==> config.mk <==
export PLATFORM = sky130hd
export DESIGN_NAME = bullet_ctrl
export DESIGN_NICKNAME = d
export VERILOG_FILES = /design/src/rtl/tank_pkg.sv /design/src/rtl/rect_overlap.sv /design/src/rtl/bullet_ctrl.sv
export SDC_FILE = /design/constraint.sdc
export NUM_CORES = 1
export LEC_CHECK = 0
export CORE_ASPECT_RATIO = 1.2
export CORE_MARGIN = 2
export CORE_UTILIZATION = 30
export CTS_CLUSTER_DIAMETER = 150
export DETAILED_ROUTE_END_ITERATION = 7
export DONT_BUFFER_PORTS = 1
export MAX_ROUTING_LAYER = met4
export PLACE_DENSITY = 0.41
export SKIP_CTS_REPAIR_TIMING = 1
export SLEW_MARGIN = 25
export SYNTH_ARGS = -nofsm -noshare
export SYNTH_HDL_FRONTEND = slang
export SYNTH_SLANG_ARGS = --single-unit
==> constraint.sdc <==
create_clock -name Clk -period 5.9 [get_ports Clk]
set_clock_uncertainty 0.05 [all_clocks]
set_input_delay 1.77 -clock Clk [delete_from_list [all_inputs] [get_ports Clk]]
set_output_delay 1.77 -clock Clk [all_outputs]
set_load 0.01 [all_outputs]
==> src/rtl/tank_pkg.sv <==
// rtl/tank_pkg.sv - shared types, screen geometry and direction helpers for the bullet engine
package tank_pkg;

   typedef enum logic [2:0] {
      DIR_NONE  = 3'b000,
      DIR_UP    = 3'b001,
      DIR_RIGHT = 3'b010,
      DIR_LEFT  = 3'b011,
      DIR_DOWN  = 3'b100
   } dir_t;

   typedef enum logic [1:0] {
      HIT_IDLE = 2'b00,
      HIT_FLY  = 2'b01,
      HIT_WALL = 2'b10,
      HIT_TANK = 2'b11
   } hit_t;

   typedef enum logic [1:0] {
      ST_IDLE,
      ST_FLY,
      ST_HIT
   } state_t;

   localparam int SCREEN_W    = 640;
   localparam int SCREEN_H    = 480;
   localparam int TANK_SIZE   = 32;
   localparam int BULLET_SIZE = 8;

   function automatic logic dir_valid(input logic [2:0] d);
      return (d == DIR_UP) || (d == DIR_RIGHT) || (d == DIR_LEFT) || (d == DIR_DOWN);
   endfunction

   function automatic dir_t dir_reverse(input dir_t d);
      case (d)
         DIR_UP:    return DIR_DOWN;
         DIR_DOWN:  return DIR_UP;
         DIR_LEFT:  return DIR_RIGHT;
         DIR_RIGHT: return DIR_LEFT;
         default:   return d;
      endcase
   endfunction

endpackage

==> src/rtl/rect_overlap.sv <==
// rtl/rect_overlap.sv - combinational axis-aligned box overlap test
module rect_overlap (
   input  logic [9:0] ax,
   input  logic [9:0] ay,
   input  logic [9:0] aw,
   input  logic [9:0] ah,
   input  logic [9:0] bx,
   input  logic [9:0] by,
   input  logic [9:0] bw,
   input  logic [9:0] bh,
   output logic       hit
);
   // 11-bit ends so boxes touching the right/bottom of the 10-bit range never wrap
   logic [10:0] w_ax_end, w_ay_end, w_bx_end, w_by_end;

   assign w_ax_end = {1'b0, ax} + {1'b0, aw};
   assign w_ay_end = {1'b0, ay} + {1'b0, ah};
   assign w_bx_end = {1'b0, bx} + {1'b0, bw};
   assign w_by_end = {1'b0, by} + {1'b0, bh};

   assign hit = ({1'b0, ax} < w_bx_end) && ({1'b0, bx} < w_ax_end) &&
                ({1'b0, ay} < w_by_end) && ({1'b0, by} < w_ay_end);
endmodule

==> src/rtl/bullet_ctrl.sv <==
// rtl/bullet_ctrl.sv - per-tank bullet launch/flight/collision engine; optional BULLET_BOUNCE_EN
module bullet_ctrl
   import tank_pkg::*;
#(
   parameter int STEP       = 4,
   parameter int HIT_FRAMES = 8,
   parameter int COOLDOWN   = 16,
   parameter int WALL_H_W   = 64,
   parameter int WALL_H_H   = 16,
   parameter int WALL_V_W   = 32,
   parameter int WALL_V_H   = 64
) (
   input  logic       Clk,
   input  logic       Reset,
   input  logic       frame_clk,
   input  logic       fire,
   input  logic [2:0] tank_dir,
   input  logic [9:0] tankX,
   input  logic [9:0] tankY,
   input  logic [9:0] oppX,
   input  logic [9:0] oppY,
   input  logic [9:0] wallX1,
   input  logic [9:0] wallX2,
   input  logic [9:0] wallX3,
   input  logic [9:0] wallX4,
   input  logic [9:0] wallY1,
   input  logic [9:0] wallY2,
   input  logic [9:0] wallY3,
   input  logic [9:0] wallY4,
   input  logic [9:0] DrawX,
   input  logic [9:0] DrawY,
   output logic [9:0] bulletX,
   output logic [9:0] bulletY,
   output logic [1:0] hit,
   output logic       is_bullet,
   output logic       score_pulse
);
   localparam int CW  = $clog2(COOLDOWN + 1);
   localparam int HCW = $clog2(HIT_FRAMES + 1);
   localparam logic [9:0]  L_STEP   = 10'(STEP);
   localparam logic [9:0]  L_BSIZE  = 10'(BULLET_SIZE);
   localparam logic [9:0]  L_TSIZE  = 10'(TANK_SIZE);
   localparam logic [9:0]  L_LAUNCH = 10'((TANK_SIZE - BULLET_SIZE) / 2);
   localparam logic [10:0] L_SCR_W  = 11'(SCREEN_W);
   localparam logic [10:0] L_SCR_H  = 11'(SCREEN_H);

   logic            r_f1, r_f2, r_f3;
   logic            w_tick;
   state_t          r_state, w_state_nxt;
   logic [9:0]      r_bx, r_by, w_bx_nxt, w_by_nxt;
   hit_t            r_hit, w_hit_nxt;
   dir_t            r_dir, w_dir_nxt;
   logic [CW-1:0]   r_cool, w_cool_nxt;
   logic [HCW-1:0]  r_hcnt, w_hcnt_nxt;
   logic            r_score, w_score_nxt;
`ifdef BULLET_BOUNCE_EN
   logic            r_bounce, w_bounce_nxt;
`endif

   logic [9:0]      w_mx, w_my;
   logic            w_underflow, w_edge;
   logic [3:0]      w_wall_hit;
   logic            w_opp_ov, w_opp_hit, w_block;
   logic [9:0]      w_wx [4];
   logic [9:0]      w_wy [4];

   // frame_clk is asynchronous: two-flop synchroniser, third flop for the edge
   always_ff @(posedge Clk) begin
      if (Reset) begin
         r_f1 <= 1'b0;
         r_f2 <= 1'b0;
         r_f3 <= 1'b0;
      end else begin
         r_f1 <= frame_clk;
         r_f2 <= r_f1;
         r_f3 <= r_f2;
      end
   end
   assign w_tick = r_f2 & ~r_f3;

   // Candidate next position; up/left flag underflow instead of wrapping
   always_comb begin
      w_mx        = r_bx;
      w_my        = r_by;
      w_underflow = 1'b0;
      w_edge      = 1'b0;
      case (r_dir)
         DIR_UP: begin
            w_underflow = (r_by < L_STEP);
            w_my        = r_by - L_STEP;
         end
         DIR_DOWN: begin
            w_my   = r_by + L_STEP;
            w_edge = ({1'b0, w_my} + {1'b0, L_BSIZE}) > L_SCR_H;
         end
         DIR_LEFT: begin
            w_underflow = (r_bx < L_STEP);
            w_mx        = r_bx - L_STEP;
         end
         DIR_RIGHT: begin
            w_mx   = r_bx + L_STEP;
            w_edge = ({1'b0, w_mx} + {1'b0, L_BSIZE}) > L_SCR_W;
         end
         default: ;
      endcase
   end

   assign w_wx = '{wallX1, wallX2, wallX3, wallX4};
   assign w_wy = '{wallY1, wallY2, wallY3, wallY4};

   for (genvar g = 0; g < 4; g++) begin : g_wall
      // walls 1 and 3 are horizontal, 2 and 4 vertical
      localparam logic [9:0] L_WW = (g % 2 == 0) ? 10'(WALL_H_W) : 10'(WALL_V_W);
      localparam logic [9:0] L_WH = (g % 2 == 0) ? 10'(WALL_H_H) : 10'(WALL_V_H);
      rect_overlap u_wall (
         .ax (w_mx),   .ay (w_my),   .aw (L_BSIZE), .ah (L_BSIZE),
         .bx (w_wx[g]), .by (w_wy[g]), .bw (L_WW),   .bh (L_WH),
         .hit(w_wall_hit[g])
      );
   end

   rect_overlap u_opp (
      .ax (w_mx), .ay (w_my), .aw (L_BSIZE), .ah (L_BSIZE),
      .bx (oppX), .by (oppY), .bw (L_TSIZE), .bh (L_TSIZE),
      .hit(w_opp_ov)
   );

   assign w_opp_hit = w_opp_ov & ~w_underflow;
   assign w_block   = w_underflow | w_edge | (|w_wall_hit);

   always_ff @(posedge Clk) begin
      if (Reset) begin
         r_state <= ST_IDLE;
         r_bx    <= '0;
         r_by    <= '0;
         r_hit   <= HIT_IDLE;
         r_dir   <= DIR_UP;
         r_cool  <= '0;
         r_hcnt  <= '0;
         r_score <= 1'b0;
`ifdef BULLET_BOUNCE_EN
         r_bounce <= 1'b0;
`endif
      end else begin
         r_state <= w_state_nxt;
         r_bx    <= w_bx_nxt;
         r_by    <= w_by_nxt;
         r_hit   <= w_hit_nxt;
         r_dir   <= w_dir_nxt;
         r_cool  <= w_cool_nxt;
         r_hcnt  <= w_hcnt_nxt;
         r_score <= w_score_nxt;
`ifdef BULLET_BOUNCE_EN
         r_bounce <= w_bounce_nxt;
`endif
      end
   end

   always_comb begin
      w_state_nxt = r_state;
      w_bx_nxt    = r_bx;
      w_by_nxt    = r_by;
      w_hit_nxt   = r_hit;
      w_dir_nxt   = r_dir;
      w_cool_nxt  = r_cool;
      w_hcnt_nxt  = r_hcnt;
      w_score_nxt = 1'b0;
`ifdef BULLET_BOUNCE_EN
      w_bounce_nxt = r_bounce;
`endif
      if (w_tick) begin
         case (r_state)
            ST_IDLE: begin
               if (r_cool != '0) begin
                  w_cool_nxt = r_cool - CW'(1);
               end else if (fire && dir_valid(tank_dir)) begin
                  w_state_nxt = ST_FLY;
                  w_dir_nxt   = dir_t'(tank_dir);
                  w_bx_nxt    = tankX + L_LAUNCH;
                  w_by_nxt    = tankY + L_LAUNCH;
                  w_hit_nxt   = HIT_FLY;
`ifdef BULLET_BOUNCE_EN
                  w_bounce_nxt = 1'b0;
`endif
               end
            end
            ST_FLY: begin
               if (w_opp_hit) begin
                  w_bx_nxt    = w_mx;
                  w_by_nxt    = w_my;
                  w_hit_nxt   = HIT_TANK;
                  w_score_nxt = 1'b1;
                  w_hcnt_nxt  = '0;
                  w_state_nxt = ST_HIT;
               end else if (w_block) begin
`ifdef BULLET_BOUNCE_EN
                  if (!r_bounce) begin
                     w_dir_nxt    = dir_reverse(r_dir);
                     w_bounce_nxt = 1'b1;
                  end else begin
                     w_hit_nxt   = HIT_WALL;
                     w_hcnt_nxt  = '0;
                     w_state_nxt = ST_HIT;
                  end
`else
                  w_hit_nxt   = HIT_WALL;
                  w_hcnt_nxt  = '0;
                  w_state_nxt = ST_HIT;
`endif
               end else begin
                  w_bx_nxt = w_mx;
                  w_by_nxt = w_my;
               end
            end
            ST_HIT: begin
               if (r_hcnt == HCW'(HIT_FRAMES - 1)) begin
                  w_state_nxt = ST_IDLE;
                  w_hit_nxt   = HIT_IDLE;
                  w_cool_nxt  = CW'(COOLDOWN);
               end else begin
                  w_hcnt_nxt = r_hcnt + HCW'(1);
               end
            end
            default: w_state_nxt = ST_IDLE;
         endcase
      end
   end

   assign bulletX     = r_bx;
   assign bulletY     = r_by;
   assign hit         = r_hit;
   assign score_pulse = r_score;
   assign is_bullet   = (r_hit == HIT_FLY) &&
                        (DrawX >= r_bx) && ({1'b0, DrawX} < ({1'b0, r_bx} + {1'b0, L_BSIZE})) &&
                        (DrawY >= r_by) && ({1'b0, DrawY} < ({1'b0, r_by} + {1'b0, L_BSIZE}));
endmodule

* Word-level counts from Yosys, hierarchy flattened
Cells that the tools add are included.
** Cells by class
- $add $sub $neg :: 24
- Order comparisons :: 28
- Equal/unequal tests :: 19
- Mux-type cells :: 30
- Bitwise logic cells :: 9
- Reductions and logical operators :: 37
** Operators with widths (count)
- $lt 10x11->1 :: 22
- $mux 10 :: 8
- $pmux 10 s2 :: 4
- $add 10x4->11 const B :: 6
- $add 10x6->11 const B :: 4
- $add 10x7->11 const B :: 4
- $add 10x5->11 const B :: 2
- $add 10x3->10 const B :: 2
- $add 10x4->10 const B :: 2
- $ge 10x10->1 :: 2
- $logic_and 1x1->1 :: 20
- $lt 10x3->1 const B :: 2
- $sub 10x3->10 const B :: 2
- $eq 3x2->1 const B :: 4
- $mux 2 :: 6
- $mux 4 :: 3
- $pmux 2 s3 :: 2
- $reduce_and 4->1 :: 3
- $gt 11x10->1 const B :: 1
- $gt 11x9->1 const B :: 1
- $mux 5 :: 2
- $ne 2x2->1 const B :: 5
- $pmux 5 s2 :: 1
- $reduce_and 5->1 :: 2
- 22 further kinds :: 37
** Word-level totals
- Flip-flop bits (word level) :: 40
- Input bits :: 147
- Output and inout port bits :: 24
- Word-level logic and storage cells :: 158

* Logic depth before layout (Yosys ltp)
Gate-level depths: netlist of the first run.
- Word-level depth :: 12
- Gate-level depth with buffers :: 21
- Depth with buffers taken out :: 19

* Modules after synthesis
From an unflattened synthesis of the first run, not the netlist that was laid out.
** Unflattened totals
- Cells, all modules :: 2029
- Area, all modules :: 16002.8 um^2
** Modules (own cells, without submodules)
- rect_overlap at g_wall[0].u_wall ... :: times used 3, cells an instance 296, area each 2358.5 um^2, seq. area each 0.0 um^2
- bullet_ctrl :: times used 1, cells an instance 577, area each 4390.5 um^2, seq. area each 800.8 um^2
- rect_overlap at g_wall[1].u_wall :: times used 1, cells an instance 282, area each 2274.7 um^2, seq. area each 0.0 um^2
- rect_overlap at g_wall[2].u_wall :: times used 1, cells an instance 282, area each 2262.2 um^2, seq. area each 0.0 um^2

* Worst setup path after synthesis of the first run
No wires, ideal clock.
- Path kind :: input port to output port
- Start point :: in DrawX[1]
- End point :: out is_bullet
- Data arrival time :: 3.660 ns
- Data required time :: 4.080 ns
- Setup slack :: 0.420 ns
- Cell stages on the path :: 12
- Buffers on the path :: 0
- Cell sequence :: ha_1 -> nor2b_1 -> o21ai_0 -> a21oi_1 -> o21a_1 -> o21a_1 -> o21a_1 -> o21a_1 -> o21a_1 -> o21a_1 -> o32ai_1 -> and4_1
** On the way
- Cells in the longest elaborated chain, start to end :: 5
- Elaborated cells on any way between the ends :: 6
- Classes of those cells :: order compare (2); reduce/logical (4)
** RTL lines
- start, declared :: line bullet_ctrl.sv:30 : input logic [9:0] DrawX,
- $ge 10x10->1 :: line bullet_ctrl.sv:234 : (DrawX >= r_bx) && ({1'b0, DrawX} < ({1'b0, r_bx} + {1'b0, L_BSIZE})) &&
- $logic_and 1x1->1 :: line bullet_ctrl.sv:233 : assign is_bullet = (r_hit == HIT_FLY) &&
- $logic_and 1x1->1 (*) (2 in series) :: line bullet_ctrl.sv:234
- $logic_and 1x1->1 (*) :: line bullet_ctrl.sv:235 : (DrawY >= r_by) && ({1'b0, DrawY} < ({1'b0, r_by} + {1'b0, L_BSIZE}));
- end, declared :: line bullet_ctrl.sv:35 : output logic is_bullet,
Every way passes the cells marked *; elsewhere a longest branch is shown, timed or not.

* Worst setup path in the final report of the first run
- Start point :: in DrawY[1]
- End point :: out is_bullet
** On the way
- Cells in the longest elaborated chain, start to end :: 3
- Elaborated cells on any way between the ends :: 4
- Classes of those cells :: order compare (2); reduce/logical (2)
** RTL lines
- start, declared :: line bullet_ctrl.sv:31 : input logic [9:0] DrawY,
- $ge 10x10->1 :: line bullet_ctrl.sv:235
- $logic_and 1x1->1 :: line bullet_ctrl.sv:234
- $logic_and 1x1->1 (*) :: line bullet_ctrl.sv:235
Marked as above.

==> results of run 1 <==
stage by stage:
| step | setup WS [ps] | utilization (%) | std cells | hold WS [ps] |
|---|---|---|---|---|
| floorplan | 420 | - | 1201 | 364 |
| global placement | 99.0 | 32.3 | 1596 | 393 |
| detailed placement | 93.5 | 32.3 | 1596 | 389 |
| CTS | 85.5 | 32.7 | 1603 | 401 |
| global route | 20.6 | 32.7 | 1603 | 432 |
| finish | 146 | 32.7 | 1603 | 397 |
cell families after synthesis:
logic type,share of synthesized area [%]
mux,1.70
fa+ha+maj,33.3
flops,8.41
xor+xnor,7.71
compound gates,22.0
simple gates,21.0
buf+inv,5.90
routing by layer:
| metal | global-route usage (%) | vias to the layer above | routed length [µm] |
|---|---|---|---|
| met5 | - | - | 0 |
| met4 | 3.48 | 0 | 533 |
| met3 | 3.35 | 18 | 1490 |
| met2 | 33.0 | 164 | 15200 |
| met1 | 23.5 | 4038 | 14200 |
| li1 | - | 4407 | - |
power by group:
part           switching (mW)  leakage [nW]  internal, mW
logic                   0.598          4.22         0.439
registers              0.0167         0.323         0.276
clock network           0.108        0.0667         0.154
state kept, by name (all words and copies together) (netlist names):
| signal | flops |
|---|---|
| score_pulse | 1 |
| r_dir | 3 |
| r_state | 2 |
| r_f2 | 1 |
| r_hcnt | 4 |
| bulletY | 10 |
| bulletX | 10 |
| r_cool | 5 |
| hit | 2 |
| r_f1 | 1 |
| r_f3 | 1 |
cell type report:
class / count / area share, %
clock inverter: 1 / 0.0489
multi-input combinational: 1023 / 79.9
inverter: 102 / 3.74
clock buffer: 6 / 1.26
tap: 401 / 4.90
timing repair buffer: 30 / 2.32
sequential: 40 / 7.82
critical path, delay by kind of cell:
family / cells / cell delay, ps
AOI/OAI and AO/OA: 9 / 1480
adders and majority gates: 1 / 280
buffers and inverters: 1 / 170
and+or+nand+nor: 1 / 230
worst min path at each step:
stage,from,end,slack (ps),cells past startpoint
after global placement,r_f1,r_f2,390,1
after global routing,r_f1,r_f2,430,1
final,r_f1,r_f2,400,1
after detailed placement,r_f1,r_f2,390,1
after floorplan,r_f1,r_f2,360,1
after CTS,r_f1,r_f2,400,1
placed cells by master (no fill, tap or decap), drive strengths merged, types with 6 or more instances in the layout:
master	count
nor4	12
a311oi	6
clkbuf	6
o22ai	7
or3	10
nand2b	26
nand3b	7
nor2	52
xor2	28
o31ai	6
nand4	21
dfxtp	40
nor3	24
o211ai	8
nand3	66
buf	30
a211oi	17
o21a	11
inv	101
mux2i	15
and3	11
a31oi	9
a21o	46
xnor2	55
a21oi	83
nor2b	23
ha	250
nand2	76
o21ai	55
==> results_dict.tcl, run 1 <==
set metrics [dict create \
    outcome "finished clean" \
    fp.dieW_um 167 \
    timing.slew.headroom_pct 40.6 \
    netlist_instances 1201 \
    critical_path.slowest_cell "sky130_fd_sc_hd__ha_1" \
    synth.net_count 1598 \
    hp-class "register to register" \
    floorplan.die.height_um 199 \
    io_pins 171 \
    placed_cell_area_mm2 0.0101 \
    numClockSinks 40 \
    place.port_buffers 0 \
    rsz_0062_raised_after_global_routing "no" \
    wire_per_inst_um 19.6 \
    grt_start_max_net_pins 38 \
    rrSetupSlack_ps 580 \
    cts_htree_levels 2 \
    place_congestion 0.834 \
    netlist-cell-type-count 88 \
    route.detailed.drc 0 \
    gr-total-overflow 0 \
    cp_slowest_stage_delay_ps 280 \
    diodes 0 \
    ys.warnings.count 0 \
    die_area_mm2 0.0332 \
    dominantRegCellSynth "sky130_fd_sc_hd__dfxtp_1" \
    synth_top_cell_by_area "sky130_fd_sc_hd__ha_1" \
    worst_skew_pair.late_latency_ps 290 \
    via_count 8627 \
    worstSetupEndpointType "output port" \
    regToRegEndpoint "bulletY[2]" \
    drt.antenna.violating_nets 0 \
    worst_setup_path_start_kind "input pin" \
    finalHoldViolations 0 \
    crit_path_end "is_bullet" \
    design_area_mm2 0.0102 \
    synth-seq-cells 40 \
    postSynth.asyncResetShare_pct 0 \
    cap_violations 0 \
    finish.net_count 1599 \
    inserted_clock_buffers 5 \
    synth_commonest_cells "250 x sky130_fd_sc_hd__ha_1, 99 x sky130_fd_sc_hd__inv_1, 82 x sky130_fd_sc_hd__a21oi_1" \
    drt_first_iter_violations 397 \
    fmax_ghz 0.174 \
    final-max-slew-violation-count 0 \
    drt-pass1-iter-count 5 \
    multi_input_comb_area_mm2 0.00818 \
    floorplan.initialDensity_pct 30.4 \
    fin_setup_tns_ps 0 \
    setup.worst_path.start "DrawY[1]" \
    timing.critical_path.fanout_max 2 \
    cts_root_buffer "sky130_fd_sc_hd__clkbuf_16" \
    drive_above_1_share_pct 5.91 \
    total_global_routing_track_utilization_pct 19.0 \
    fillCellCount 3370 \
    tightest_slew_ps 884 \
    syn_area_per_cell_um2 7.93 \
    clockBufferDepth 2 \
    synth_enable_flop_cells 0 \
    coreArea_mm2 0.0313 \
    ir_worst_vdd_uv 93.3 \
    cpMostUsedCell "sky130_fd_sc_hd__a21o_1" \
    post_synth_main_area_contributors "sky130_fd_sc_hd__ha_1 33%, sky130_fd_sc_hd__dfxtp_1 8.4%, sky130_fd_sc_hd__xnor2_1 5.0%" \
    register_clock_pin_slew_on_the_reported_worst_setup_and_hold_paths_ps 60 \
    final-seq-area_um2 801 \
    final-setup-viol-count 0 \
    area.growth.synth_to_final_pct 7.48 \
    yosys.area.top_type_share_pct 32.9 \
    critical_path_arrival_ps 3930 \
    totalWireLength_um 31400 \
    rows 71 \
    sequential_element_share_of_the_synthesized_area_pct 8.41 \
    required_ps 4080 \
    post-route-min-period_ps 5750 \
    reg2regPathDepth 18 \
    global_route_wire_length_before_repair_um 48600 \
    drt-vias-per-instance 5.38 \
    p_leak_nw 4.61 \
    power.total_mw 1.59 \
    first_global_vias 8562 \
    path_cells "ha_1, a21o_1, a21oi_1, o21bai_1, a21o_1, a21o_1, a21o_1, a21o_1, a211oi_2, a2bb2oi_1, buf_4, and4_4" \
    syn_area_mm2 0.00952 \
    critical_path_class "input pin to output port" \
    synth_most_common_cell "sky130_fd_sc_hd__ha_1" \
    critical_path.reg2reg.startpoint "bulletX[3]" \
    post-route-period-util_pct 97.5 \
    power_per_cell_area_mw_per_mm2 156 \
    antenna_found_initial 0 \
    dp_hpwl_um 26400 \
    cts_tree "done" \
]
(Power assumes the default switching activity.)
==> run 2: changes to the inputs <==
- RECOVER_POWER: default -> 25
==> results_dict.tcl, run 2 (synthesis results as in run 1) <==
set metrics [dict create \
    outcome "finished clean" \
    fin_worst_hold_slack_ps 397 \
    diodes 0 \
    layout.cells.most_common "sky130_fd_sc_hd__ha_1" \
    io_pins 171 \
    global_route_wire_length_before_repair_um 48600 \
    final-max-slew-violation-count 0 \
    antenna_found_initial 0 \
    worstSetupEndpointType "output port" \
    register_clock_pin_slew_on_the_reported_worst_setup_and_hold_paths_ps 60 \
    cts_root_buffer "sky130_fd_sc_hd__clkbuf_16" \
    critical_path_class "input pin to output port" \
    worst_setup_path_start_kind "input pin" \
    p_sw_share_pct 45.4 \
    post-route-period-util_pct 97.6 \
    required_ps 4080 \
    hp-class "register to register" \
    cts_htree_levels 2 \
    place_congestion 0.834 \
    drt-vias-per-instance 5.41 \
    wire_per_inst_um 19.6 \
    power_per_cell_area_mw_per_mm2 156 \
    grt_start_max_net_pins 38 \
    route.detailed.drc 0 \
    gr-total-overflow 0 \
    grt_util_met3_pct 3.35 \
    sequential_power_share_pct 18.4 \
    internal_power_mw 0.869 \
    ir_worst_vdd_uv 92.8 \
    first_global_vias 8562 \
    fin_setup_tns_ps 0 \
    rsz_0062_raised_after_global_routing "no" \
    coreArea_mm2 0.0313 \
    tightest_slew_ps 938 \
    area.growth.synth_to_final_pct 7.40 \
    timing.slew.headroom_pct 37.0 \
    numClockSinks 40 \
    inserted_clock_buffers 5 \
    drt.antenna.violating_nets 0 \
    drt_first_iter_violations 390 \
    worst_skew_pair.late_latency_ps 280 \
    cts_tree "done" \
    final-setup-viol-count 0 \
    finish.net_count 1599 \
    grt_util_met1_pct 23.5 \
    critical_path_arrival_ps 3940 \
    p_leak_nw 4.61 \
    fp.dieW_um 167 \
    drt-pass1-iter-count 7 \
    clockPowerShare_pct 16.4 \
    floorplan.initialDensity_pct 30.4 \
    total_global_routing_track_utilization_pct 19.0 \
    comb_power_share_pct 65.2 \
    clockBufferDepth 2 \
    fmax_ghz 0.174 \
    drive_above_1_share_pct 5.74 \
    die_area_mm2 0.0332 \
    via_count 8665 \
    finalHoldViolations 0 \
    power.total_mw 1.59 \
    cap_violations 0 \
    dp_hpwl_um 26400 \
    rows 71 \
    totalWireLength_um 31500 \
    place.port_buffers 0 \
    post-route-min-period_ps 5760 \
    fillCellCount 3371 \
    net-switching-power_mw 0.723 \
    grt_use_met2_pct 33.0 \
    timing.critical_path.fanout_max 2 \
    grt-busiest-layer "met2" \
    final_cell_mix "250 x sky130_fd_sc_hd__ha_1, 99 x sky130_fd_sc_hd__inv_1, 82 x sky130_fd_sc_hd__a21oi_1, 76 x sky130_fd_sc_hd__nand2_1, 65 x sky130_fd_sc_hd__nand3_1" \
    floorplan.die.height_um 199 \
]
-- run 2: per-stage QoR --
stage	worst slack (ps)	std cells	utilization [%]	area, µm²
floorplan	420	1201	-	9520
global placement	99.0	1596	32.3	10100
detailed placement	93.5	1596	32.3	10100
CTS	85.5	1603	32.7	10200
global route	20.5	1603	32.7	10200
finish	144	1603	32.7	10200
-- run 2: power groups by stage --
stage	registers [mW]	logic [mW]	clock network (mW)
floorplan	0.290	0.737	0
global placement	0.299	1.04	0
detailed placement	0.299	1.05	0
CTS	0.293	1.06	0.267
global route	0.294	1.19	0.278
finish	0.293	1.04	0.262
-- run 2: path summary, 6_finish.rpt --
check	startpoint	to	slack (ps)	depth (start not counted)
worst min-delay path	r_f1	r_f2	400	1
worst min register to register	r_f1	r_f2	400	1
worst max-delay path	DrawY[1]	is_bullet	140	12
worst max register to register	bulletX[3]	bulletY[2]	570	18
-- run 2: routing by layer --
metal | vias up | share of wire, % | wire [µm]
li1 | 4408 | - | -
met1 | 4072 | 45 | 14300
met2 | 167 | 48 | 15200
met3 | 18 | 4.8 | 1510
met4 | 0 | 1.7 | 535
met5 | - | 0 | 0
-- run 2: critical path: stages --
cell	delay (ps)
sky130_fd_sc_hd__ha_1	280
sky130_fd_sc_hd__a21o_1	150
sky130_fd_sc_hd__a21oi_1	150
sky130_fd_sc_hd__o21bai_1	80
sky130_fd_sc_hd__a21o_1	180
sky130_fd_sc_hd__a21o_1	180
sky130_fd_sc_hd__a21o_1	170
sky130_fd_sc_hd__a21o_1	180
sky130_fd_sc_hd__a211oi_2	220
sky130_fd_sc_hd__a2bb2oi_1	170
sky130_fd_sc_hd__buf_4	170
sky130_fd_sc_hd__and4_4	230
-- run 2: layout make-up --
| class | instances | area (µm²) | area share, % |
|---|---|---|---|
| inverters | 102 | 383 | 3.74 |
| flip-flops and latches | 40 | 801 | 7.83 |
| multi-input cells | 1023 | 8180 | 80.0 |
| repair buffers | 30 | 230 | 2.25 |
| clock inverters | 1 | 5.00 | 0.0489 |
| clock buffers | 6 | 129 | 1.26 |
| well taps | 401 | 502 | 4.91 |
==> run 3: changes to the inputs <==
- GPL_ROUTABILITY_DRIVEN: default -> 0
==> results of run 3 <==
Final layout, timing and power as in run 2 (identical DEF).
